===== src/rtl/poly_eval_sched_if.sv =====
// Requester/result bus for the shared polynomial evaluator.
// The master side presents operand sets; the slave side grants and reports results.
interface poly_eval_sched_if #(
    parameter int W = 8
);
    logic [1:0]     req;
    logic [4*W-1:0] op0;
    logic [4*W-1:0] op1;
    logic [1:0]     ack;
    logic [W-1:0]   data_result;
    logic           result_valid;
    logic           result_id;
    logic           busy;

    modport master (
        output req, op0, op1,
        input  ack, data_result, result_valid, result_id, busy
    );

    modport slave (
        input  req, op0, op1,
        output ack, data_result, result_valid, result_id, busy
    );
endinterface


===== src/rtl/poly_eval_sched.sv =====
// Two-requester round-robin scheduler evaluating R = A*X*X + B*X + C
// on a single shared add/multiply ALU, one operation per cycle, mod 2^W.
module poly_eval_sched #(
    parameter int W = 8
) (
    input  logic             clk,
    input  logic             rst,
    poly_eval_sched_if.slave bus
);
    typedef enum logic [2:0] {
        S_IDLE, S_LOAD, S_C0, S_C1, S_C2, S_C3, S_C4, S_DONE
    } state_t;

    state_t         state, state_nxt;
    logic [W-1:0]   a, b, c, x;
    logic [W-1:0]   res;
    logic           res_id;
    logic           g;
    logic           last;
    logic           grant_nxt;

    logic [W-1:0]   alu_a, alu_b, alu_y, prod, sum;
    logic           alu_mul;

    // Ties go to whoever was not granted last; a lone requester always wins.
    always_comb begin
        grant_nxt = last;
        case (bus.req)
            2'b01:   grant_nxt = 1'b0;
            2'b10:   grant_nxt = 1'b1;
            2'b11:   grant_nxt = ~last;
            default: grant_nxt = last;
        endcase
    end

    always_comb begin
        state_nxt = state;
        case (state)
            S_IDLE:  if (|bus.req) state_nxt = S_LOAD;
            S_LOAD:  state_nxt = S_C0;
            S_C0:    state_nxt = S_C1;
            S_C1:    state_nxt = S_C2;
            S_C2:    state_nxt = S_C3;
            S_C3:    state_nxt = S_C4;
            S_C4:    state_nxt = S_DONE;
            S_DONE:  state_nxt = S_IDLE;
            default: state_nxt = S_IDLE;
        endcase
    end

    // Operand steering for the single shared ALU.
    always_comb begin
        alu_a   = '0;
        alu_b   = '0;
        alu_mul = 1'b0;
        case (state)
            S_C0, S_C1: begin alu_a = a; alu_b = x; alu_mul = 1'b1; end
            S_C2:       begin alu_a = b; alu_b = x; alu_mul = 1'b1; end
            S_C3:       begin alu_a = a; alu_b = b; end
            S_C4:       begin alu_a = a; alu_b = c; end
            default:    ;
        endcase
    end

    assign prod  = alu_a * alu_b;
    assign sum   = alu_a + alu_b;
    assign alu_y = alu_mul ? prod : sum;

    always_ff @(posedge clk or posedge rst) begin
        if (rst) state <= S_IDLE;
        else     state <= state_nxt;
    end

    always_ff @(posedge clk or posedge rst) begin
        if (rst) begin
            a      <= '0;
            b      <= '0;
            c      <= '0;
            x      <= '0;
            res    <= '0;
            res_id <= 1'b0;
            g      <= 1'b0;
            last   <= 1'b1;
        end else begin
            case (state)
                S_IDLE: if (|bus.req) begin
                    g    <= grant_nxt;
                    last <= grant_nxt;
                end
                S_LOAD:     {a, b, c, x} <= g ? bus.op1 : bus.op0;
                S_C0, S_C1: a <= alu_y;
                S_C2:       b <= alu_y;
                S_C3:       a <= alu_y;
                S_C4: begin
                    res    <= alu_y;
                    res_id <= g;
                end
                default: ;
            endcase
        end
    end

    assign bus.ack          = (state == S_LOAD) ? (g ? 2'b10 : 2'b01) : 2'b00;
    assign bus.result_valid = (state == S_DONE);
    assign bus.busy         = (state != S_IDLE);
    assign bus.data_result  = res;
    assign bus.result_id    = res_id;
endmodule


===== src/flat_wrapper.sv =====
// flat-port wrapper written by rule: the top's interface ports become plain ports
module poly_eval_sched_flat 
#(
    parameter int W = 8
)
  (clk, rst, bus_req, bus_op0, bus_op1, bus_ack, bus_data_result, bus_result_valid, bus_result_id, bus_busy);
  poly_eval_sched_if #(.W(W)) bus_i ();
  input  logic clk;
  input  logic rst;
  input wire logic [$bits(bus_i.req)-1:0] bus_req;
  input wire logic [$bits(bus_i.op0)-1:0] bus_op0;
  input wire logic [$bits(bus_i.op1)-1:0] bus_op1;
  output wire logic [$bits(bus_i.ack)-1:0] bus_ack;
  output wire logic [$bits(bus_i.data_result)-1:0] bus_data_result;
  output wire logic [$bits(bus_i.result_valid)-1:0] bus_result_valid;
  output wire logic [$bits(bus_i.result_id)-1:0] bus_result_id;
  output wire logic [$bits(bus_i.busy)-1:0] bus_busy;
  assign bus_i.req = bus_req;
  assign bus_i.op0 = bus_op0;
  assign bus_i.op1 = bus_op1;
  assign bus_ack = bus_i.ack;
  assign bus_data_result = bus_i.data_result;
  assign bus_result_valid = bus_i.result_valid;
  assign bus_result_id = bus_i.result_id;
  assign bus_busy = bus_i.busy;
  poly_eval_sched #(.W(W)) u_core (.clk(clk), .rst(rst), .bus(bus_i));
endmodule

===== config.mk =====
export PLATFORM = sky130hd
export DESIGN_NAME = poly_eval_sched_flat
export DESIGN_NICKNAME = d
export VERILOG_FILES = /design/src/rtl/poly_eval_sched_if.sv /design/src/rtl/poly_eval_sched.sv /design/src/flat_wrapper.sv
export SDC_FILE = /design/constraint.sdc
export NUM_CORES = 1
export LEC_CHECK = 0
export ABC_AREA = 1
export ABC_CLOCK_PERIOD_IN_PS = 4900
export CAP_MARGIN = 20
export CORE_AREA = 2 2 84 146
export CTS_CLUSTER_DIAMETER = 30
export CTS_CLUSTER_SIZE = 20
export DETAILED_ROUTE_END_ITERATION = 8
export DIE_AREA = 0 0 86 148
export MAX_ROUTING_LAYER = met4
export RECOVER_POWER = 50
export REMOVE_ABC_BUFFERS = 1
export SYNTH_ARGS = -nofsm -noshare
export SYNTH_HDL_FRONTEND = slang
export SYNTH_SLANG_ARGS = --single-unit

===== constraint.sdc =====
create_clock -name clk -period 4.9 [get_ports clk]
set_input_delay 1.47 -clock clk [delete_from_list [all_inputs] [get_ports clk]]
set_output_delay 1.47 -clock clk [all_outputs]
set_load 0.005 [all_outputs]

==> impl_results.md <==
* R2R setup slack at approximately 230 ps
* Achievable frequency at around 0.21 GHz
* Placed Cells at 762
* Worst-margin pin slew at roughly 1700 ps
* Antenna cells at 0
* RR Endpoint: u_core.a[7]
* Area Overhead vs Synth at 36.5%
* CTS root buf: clkbuf_16
* Max Clock Skew at 6.88 ps
* Hold Crit Start: u_core.last
* Worst hold stages at 2
* Post-synthesis register bit count at between 40 and 50
* Setup WS pre-CTS at -111 ps
* First-pass GRT wire length at between 15,000 and 20,000 µm
* Most common flop cell mapped by yosys: dfrtp_1
* Final #Nets at 753
* Critical Path Max Stage Delay at ~530 ps
* Clock Path Buffers at 2
* Pre-Repair DR Iteration Count at 4
* Total routed wirelength at 12,100 µm
* Leakage at 0.00274 µW
* Initial Utilization at 34.2%
* Final design utilization at between 40% and 50%
* Hold WC Path Type: register to register
* Detailed Place HPWL at 9820 µm
* Sinks on Clock Net at 46
* Syn Inst Count at 540
* Skew-Pair Late Insertion Delay at 300 ps
* Post-Syn Area at 0.00394 mm²
* Vias in the first global route at 4,020
* Die area at 0.0127 mm²
* Hold endpoint: u_core.last
* CP max FO at 6
* Average wire per standard cell at around 15 µm
* Failing checks: max-capacitance violations, max-slew violations
* Final Non-Filler Cells at 785
* GP Congestion at between 0.9 and 1
* Initial antenna violation count at 0
* Final hold vios at 0
* Rows at 52
* H-tree depth at 2
* Critical path launch point type: register
* Mean Syn Cell Area at around 7.3 µm²
* Core Area at 0.0115 mm²
* Clock slew at reported path FFs at 60 ps
* Number of DRC markers in iteration 0 at 134
* RR Startpoint: u_core.state[0]
* Path depth of the worst reg2reg path at 29
* Vias at 3,884
* Die span in x at 86 µm
* CP Class: register to register
* Fraction of layout cells with a size suffix above 1 at approximately 15%
* Largest net degree at the start of global routing at 47
* FFs w/ async S/R, synth at between 90% and 100%
* Netlist cell types at between 40 and 50
* Post-synthesis sequential area ratio at 29.2%
* Unrepaired setup endpoints after global routing: no
* Period utilization at 95.3%
* VDD IR-drop max at 271 µV
* Post-route setup slack at 230 ps
* CTS Hold Bufs at 0
* Worst path slowest cell: fa_1
* Ports at 81
* Crit end category: register
* Rel. slew slack at -10.3%
* PD cells at 674 mW/mm²
* Die Y at 148 µm
* CTS Buf Count at 5
* Final setup violation count at 0
* Critical Path RT at between 5000 and 6000 ps
* Crit path time final at 4670 ps
* Post-route antenna net violation count at 0
* Run status: finished, violations left
* Yosys warning count at 0
* I/O Buffers at 80
* TritonCTS clock tree: done
* Routed vias/inst at approximately 4.9
* DRC viols at 0
* CP most frequent cell: inv_1
* Worst Path Arrival at 4850 ps
* Slew Viols, Final at 30
* Total GRT Usage at 20.1%
* Post-synth EDFFs at 0
* Max-Cap Viols at 1
* Total gr overflow at 0
[power breakdown]
group          switching, µW  internal [µW]  total [µW]
clock network            153            241         393
logic                   1480           1010        2500
registers                165            571         736
total                   1800           1820        3630
[metrics by stage]
stage                     hold WS, ps  total power (µW)  cell area [µm²]  TNS (ps)
after global placement            465              2950             4970         0
after floorplan                   453              2160             3830     -19.4
final                             480              3630             5380         0
after global routing              502              3950             5380         0
after CTS                         487              3450             5180         0
after detailed placement          473              3000             4970      -297
[per-layer routing]
| metal | GRT usage [%] | wire (µm) | share of wire (%) |
|---|---|---|---|
| met2 | 38.2 | 6970 | 58 |
| met5 | - | 0 | 0 |
| met1 | 20.3 | 4410 | 36 |
| met4 | 8.97 | 427 | 3.5 |
| met3 | 1.73 | 293 | 2.4 |
[state kept, by name (all words and copies together) (netlist names)]
| name | flops |
|---|---|
| u_core.a | 8 |
| u_core.g | 1 |
| u_core.b | 8 |
| u_core.bus.result_id | 1 |
| u_core.state | 3 |
| u_core.last | 1 |
| u_core.c | 8 |
| u_core.bus.data_result | 8 |
| u_core.x | 8 |
[synthesized netlist by cell type, types with 3 or more instances]
master	count	share of area, %
o211ai_1	7	1.3
fa_1	13	6.6
dfrtp_1	45	29
ha_1	23	7.3
nand3_2	3	0.76
clkbuf_1	4	0.38
buf_2	5	0.64
nand3_1	41	5.2
inv_1	74	7.0
nand2_1	181	17
nand3b_1	4	0.76
xor2_1	6	1.3
a21oi_1	13	1.7
a22oi_1	6	1.1
nand2_2	17	2.7
a31oi_1	3	0.48
nor4_1	5	0.79
nand4_1	8	1.3
o21ai_0	17	2.2
nand2_4	8	2.3
nor2_1	28	2.7
[final cells by class]
type / instances / area [µm²]
inverter: 78 / 300
sequential: 46 / 1150
clock buffer: 5 / 125
clock inverter: 3 / 45.0
fill: 1179 / 6140
tap: 135 / 169
timing repair buffer: 116 / 1090
multi-input combinational: 402 / 2490
[cells in the final DEF, fill, tap and decap left out, drive strengths merged, types with 18 or more instances in the layout]
cell type / count
buf: 33
clkdlybuf4s50: 78
dfrtp: 45
ha: 23
inv: 77
nand2: 208
nand3: 46
nor2: 32
o21ai: 18
[critical path, delay by kind of cell, from the launching register on]
family	cells	cell delay, ps
and+or+nand+nor	16	1400
adders and majority gates	6	2230
DFF	1	450
AOI/OAI and AO/OA	1	140
buffers and inverters	6	340
[how the worst max path moves through the flow]
stage,start,cells after the start,end
after floorplan,u_core.state[2],29,u_core.b[7]
after global placement,u_core.state[0],29,u_core.a[7]
after detailed placement,u_core.state[0],29,u_core.a[7]
after CTS,u_core.state[1],29,u_core.a[7]
after global routing,u_core.state[2],31,u_core.b[7]
final,u_core.state[0],29,u_core.a[7]
[cells by family after synthesis]
group	synth area share, %
flip-flops	29.2
multiplexers	0.508
AO/OA/AOI/OAI	8.23
AND/OR/NAND/NOR	36.0
adder cells (fa/ha/maj)	13.9
XOR/XNOR	1.78
buffers and inverters	10.4
[repair_timing]
item                       4_1_cts  5_1_grt
cloned                           0        2
setup endpoints to repair        3        5
pin swaps                        2        8
gates resized for setup          5       20
setup buffers                    2       10
Power figures use the tool's default switching activity.
